## config.mk

```make
export PLATFORM = sky130hd
export DESIGN_NAME = jpeg_bit_writer
export DESIGN_NICKNAME = d
export VERILOG_FILES = /design/src/rtl/jpeg_enc_pkg.sv /design/src/rtl/jpeg_bit_writer.sv
export SDC_FILE = /design/constraint.sdc
export NUM_CORES = 1
export LEC_CHECK = 0
export ABC_AREA = 1
export ABC_CLOCK_PERIOD_IN_PS = 5800
export BUFFER_PORTS_ARGS = -buffer_cell sky130_fd_sc_hd__buf_4
export CORE_MARGIN = 3
export CORE_UTILIZATION = 40
export CTS_BUF_LIST = sky130_fd_sc_hd__clkbuf_4
export CTS_CLUSTER_SIZE = 10
export DETAILED_ROUTE_END_ITERATION = 8
export PLACE_DENSITY = 0.65
export SYNTH_ARGS = -nofsm -noshare
export SYNTH_HDL_FRONTEND = slang
export SYNTH_SLANG_ARGS = --single-unit
export TNS_END_PERCENT = 1
```

## constraint.sdc

```tcl
create_clock -name clk -period 5.8 [get_ports clk]
set_input_delay 1.16 -clock clk [delete_from_list [all_inputs] [get_ports clk]]
set_output_delay 1.16 -clock clk [all_outputs]
set_load 0.03 [all_outputs]
```

## src/rtl/jpeg_enc_pkg.sv

```systemverilog
// jpeg_enc_pkg: shared constants and FSM state type for the JPEG entropy stage
package jpeg_enc_pkg;
  localparam int JPEG_ACC_W = 32;
  localparam int JPEG_MAX_CODE_LEN = 16;
  localparam logic [7:0] JPEG_STUFF_TRIGGER = 8'hFF;
  localparam logic [7:0] JPEG_STUFF_BYTE = 8'h00;
  typedef enum logic {RUN, DRAIN} state_t;
endpackage

```

## src/rtl/jpeg_bit_writer.sv

```systemverilog
// jpeg_bit_writer: packs in_bits/in_len fields MSB-first into out_data bytes with 0xFF->0x00 stuffing, 1-padding flush (flush_done) and byte_cnt
import jpeg_enc_pkg::*;

module jpeg_bit_writer #(
  parameter int CNT_W = 24
) (
  input  logic             clk,
  input  logic             reset_n,
  input  logic             clr,
  input  logic             in_valid,
  output logic             in_ready,
  input  logic [15:0]      in_bits,
  input  logic [4:0]       in_len,
  input  logic             in_flush,
  output logic             out_valid,
  input  logic             out_ready,
  output logic [7:0]       out_data,
  output logic             flush_done,
  output logic [CNT_W-1:0] byte_cnt
);
  logic [JPEG_ACC_W-1:0] acc, acc_b, acc_i, acc_n;
  logic [5:0] cnt, cnt_e, cnt_i, cnt_n;
  logic [4:0] len;
  logic [2:0] pad;
  logic stuff, stuff_n, pop, pop_d, acpt, fl;
  logic [CNT_W-1:0] byte_cnt_n;
  state_t state, state_n;

  function automatic logic [JPEG_ACC_W-1:0] ins(input logic [JPEG_ACC_W-1:0] a, input logic [15:0] b,
                                                input logic [4:0] l, input logic [5:0] c);
    return a | (({16'h0, b} & ((32'h1 << l) - 32'h1)) << (6'd32 - c - {1'b0, l}));
  endfunction

  assign in_ready = cnt <= 6'd16 && state == RUN;
  assign out_valid = stuff || cnt >= 6'd8;
  assign out_data = stuff ? JPEG_STUFF_BYTE : acc[31:24];
  assign flush_done = state == DRAIN && cnt == 6'd0 && !stuff;

  always_comb begin
    pop = out_valid && out_ready;
    pop_d = pop && !stuff;
    acpt = in_valid && in_ready;
    fl = acpt && in_flush;
    len = in_len > 5'(JPEG_MAX_CODE_LEN) ? 5'(JPEG_MAX_CODE_LEN) : in_len;
    acc_b = pop_d ? acc << 8 : acc;
    cnt_e = pop_d ? cnt - 6'd8 : cnt;
    acc_i = acpt ? ins(acc_b, in_bits, len, cnt_e) : acc_b;
    cnt_i = acpt ? cnt_e + {1'b0, len} : cnt_e;
    pad = 3'd0 - cnt_i[2:0];
    acc_n = fl ? ins(acc_i, 16'hFFFF, {2'b0, pad}, cnt_i) : acc_i;
    cnt_n = fl ? cnt_i + {3'b0, pad} : cnt_i;
    stuff_n = pop_d ? acc[31:24] == JPEG_STUFF_TRIGGER : (pop ? 1'b0 : stuff);
    byte_cnt_n = pop ? byte_cnt + CNT_W'(1) : byte_cnt;
    state_n = state == RUN ? (fl ? DRAIN : RUN) : (flush_done ? RUN : DRAIN);
  end

  always_ff @(posedge clk or negedge reset_n)
    if (!reset_n) begin
      acc <= '0;
      cnt <= '0;
      stuff <= 1'b0;
      byte_cnt <= '0;
      state <= RUN;
    end else if (clr) begin
      acc <= '0;
      cnt <= '0;
      stuff <= 1'b0;
      byte_cnt <= '0;
      state <= RUN;
    end else begin
      acc <= acc_n;
      cnt <= cnt_n;
      stuff <= stuff_n;
      byte_cnt <= byte_cnt_n;
      state <= state_n;
    end
endmodule

```

==> results by group <==
Placed design
  – # port buffers: a little over 60
  – GPL Wtd Cong: 0.898
  – Setup WS pre-CTS: 235 ps
  – Hpwl dp: ~16000 um

Die
  – # rows: 46
  – Core ar.: 16200 um2
  – Top Ports: 62
  – Die height: 136 um
  – Die area: between 15000 and 20000 um2
  – Chip width: 136 um
  – Initial Util: 41.5%

Run
  – Max cap viols: 0

Synth
  – Synth Area per Inst: between 6 and 7 um2
  – Synthesized Nets: 1149
  – Top FF cell, synth: dfrtp_1
  – Top cells by count, synth: 284 x nand2_1, 125 x nand3_1, 124 x inv_1, 97 x nor2_1, 77 x a21oi_1
  – Area leader, netlist: dfrtp_1
  – Ys async rst share: 100%
  – Post-synth top area share: a little under a quarter
  – Library cells used by synthesis: 53
  – Synth Register Bits: 64
  – Synthesized area: 6720 um2
  – Post-synth EDFFs: 0
  – Count leader, synth: nand2_1
  – Ys Warns: 0
  – Seq/Total Area, Yosys: 23.8%
  – Area contributors post-synth: dfrtp_1 24%, nand2_1 16%, nand3_1 9.3%
  – Synth Instances: 1083

Global route
  – Initial antenna violation count: 0
  – GRT Total Usage: 22.2%
  – GRT Residual Overflow: 0
  – Global-route wire length before repair: 33100 um
  – Vias in the first global route: 6574
  – Largest net degree at the start of global routing: 65

Worst setup path
  – Setup CP Type: primary input to flip-flop
  – WP data arrival: 5440 ps
  – CP startpoint kind: primary input
  – WP data required: 6140 ps
  – Crit end category: flip-flop
  – Critical-path maximum fanout: 23

Finish
  – P&R area growth vs syn: 11.8%
  – Layout cells sized above 1: between 10% and 20%
  – Nets@finish: around 1200
  – Fillers: ~1700
  – ANT cells: 0
  – FF/Latch Area: 1600 um2
  – Multi-input gate area: 4420 um2

Detailed routing
  – DRT Wirelength: approximately 20000 um
  – WL/cell: 14.9 um
  – Detailed Route Iter0 Violations: 548
  – Pre-antenna DRT Iters: 5
  – DR vias: 7212
  – DRC viols: 0
  – Vias/cell: 5.36
  – Antenna Nets Post-Route: 0

Timing
  – Setup-failing EPs final: 0
  – Setup WS post-layout: ~700 ps
  – Fin. max-slew vios: 0
  – Minimum clock period: roughly 5100 ps
  – Clock skew: 23.1 ps
  – Highest clock rate: 0.196 GHz
  – Slew headroom: 43.2%
  – Setup TNS: 0 ps
  – RSZ-0062 raised after global routing: false
  – Crit share post-route: just under 90%
  – Least-Margin Pin Slew: 851 ps
  – Final Hold Fails: 0

Hold path
  – Min-delay worst type: flip-flop to flip-flop

Clock network
  – Clock sink total: 64
  – CTS tree: yes
  – Cts hold-fix bufs: 0
  – # resized after CTS: 0
  – Max Root-Sink Buffers: 2
  – Post-CTS setup buffer count: 0
  – Clock root buffer: clkbuf_4
  – Num CTS Buffers: 9
  – Clk Latency, worst-skew pair: 430 ps
  – Clock Pin Slew Worst Setup and Hold Paths: 110 ps
  – CTS H-tree depth: 3

Status
  – Status: completed
worst paths after layout:
check                                    startpoint                  endpoint  slack, ps  cells after the start
max in group asynchronous                   reset_n   byte_cnt[2]$_DFFE_PN0P_       4400                      1
setup / recovery                          in_len[2]         acc[24]$_DFF_PN0_        700                     24
min in group asynchronous                   reset_n         acc[28]$_DFF_PN0_        820                      1
hold / removal             byte_cnt[23]$_DFFE_PN0P_  byte_cnt[23]$_DFFE_PN0P_        480                      1
hold reg to reg            byte_cnt[23]$_DFFE_PN0P_  byte_cnt[23]$_DFFE_PN0P_        480                      1
setup reg to reg                   cnt[1]$_DFF_PN0_         acc[24]$_DFF_PN0_       1310                     19
metal layers:
layer	part of all wire [%]	wire, um	global-route usage [%]
met2	44	8780	34.3
met3	6.4	1290	3.38
met4	1.8	358	5.15
met5	0	0	0
met1	48	9610	32.6
state kept, by name (all words and copies together), names as in the netlist:
name and cells:
acc 32, state 1, cnt 6, stuff 1, byte_cnt 24
logic make-up after synthesis:
logic type / after synthesis / synth area share (%)
buf+inv: 178 / 10.4
simple gates: 586 / 38.8
mux: 8 / 1.19
fa+ha+maj: 39 / 7.60
compound gates: 190 / 15.7
xor+xnor: 18 / 2.46
flops: 64 / 23.8
worst max-delay path, stage by stage:
cell	delay, ps
buf_4	150
nor2_1	100
nand2_1	50
nand2_1	70
inv_1	40
nor2_1	130
ha_1	230
fa_1	430
inv_1	60
o21a_1	270
inv_1	160
ha_1	330
xnor2_1	230
inv_1	70
ha_1	210
fa_1	410
xor2_1	220
buf_4	280
nand2_1	110
o21ai_0	240
o21ai_0	130
a21oi_1	130
a21oi_1	80
a31oi_1	150
cell type report:
cell class | instances | area share [%]
clock buffers | 10 | 0.999
clock inverters | 6 | 1.12
multi-input cells | 841 | 58.8
inverters | 135 | 6.79
flip-flops and latches | 64 | 21.3
repair buffers | 74 | 7.39
well taps | 216 | 3.60
through the flow:
step | cells | instance area, um2 | utilization, % | hold WS, ps
floorplan | 1083 | 6720 | - | 487
global placement | 1330 | 7350 | 45.5 | 466
detailed placement | 1330 | 7350 | 45.5 | 468
CTS | 1346 | 7510 | 46.5 | 486
global route | 1346 | 7510 | 46.5 | 523
finish | 1346 | 7510 | 46.5 | 479
placed cells by master (no fill, tap or decap), types with 2 or more instances in the layout:
master	count
a211oi_1	6
clkbuf_4	10
buf_4	74
inv_2	6
a21oi_1	77
nor4_1	6
a21oi_2	4
a31oi_1	8
clkinv_1	4
nor2_4	3
o21a_1	5
o21bai_1	3
nand3_1	125
o211ai_1	5
nor2_1	97
nand4_1	27
mux2i_1	8
nand2_1	284
o21ai_1	5
o21ai_2	2
inv_1	124
bufinv_16	2
ha_1	36
nand2_4	2
clkinv_2	2
clkinvlp_4	2
nor3_1	17
nor2_2	4
dfrtp_1	64
o21ai_0	68
xnor2_1	8
xor2_1	9
or2_2	2
nor4_2	2
nand2_2	8
nand3_2	4
fa_1	3
Power is not shown: default switching activity piles up to over one toggle a cycle in this logic, so the estimate is an artifact.
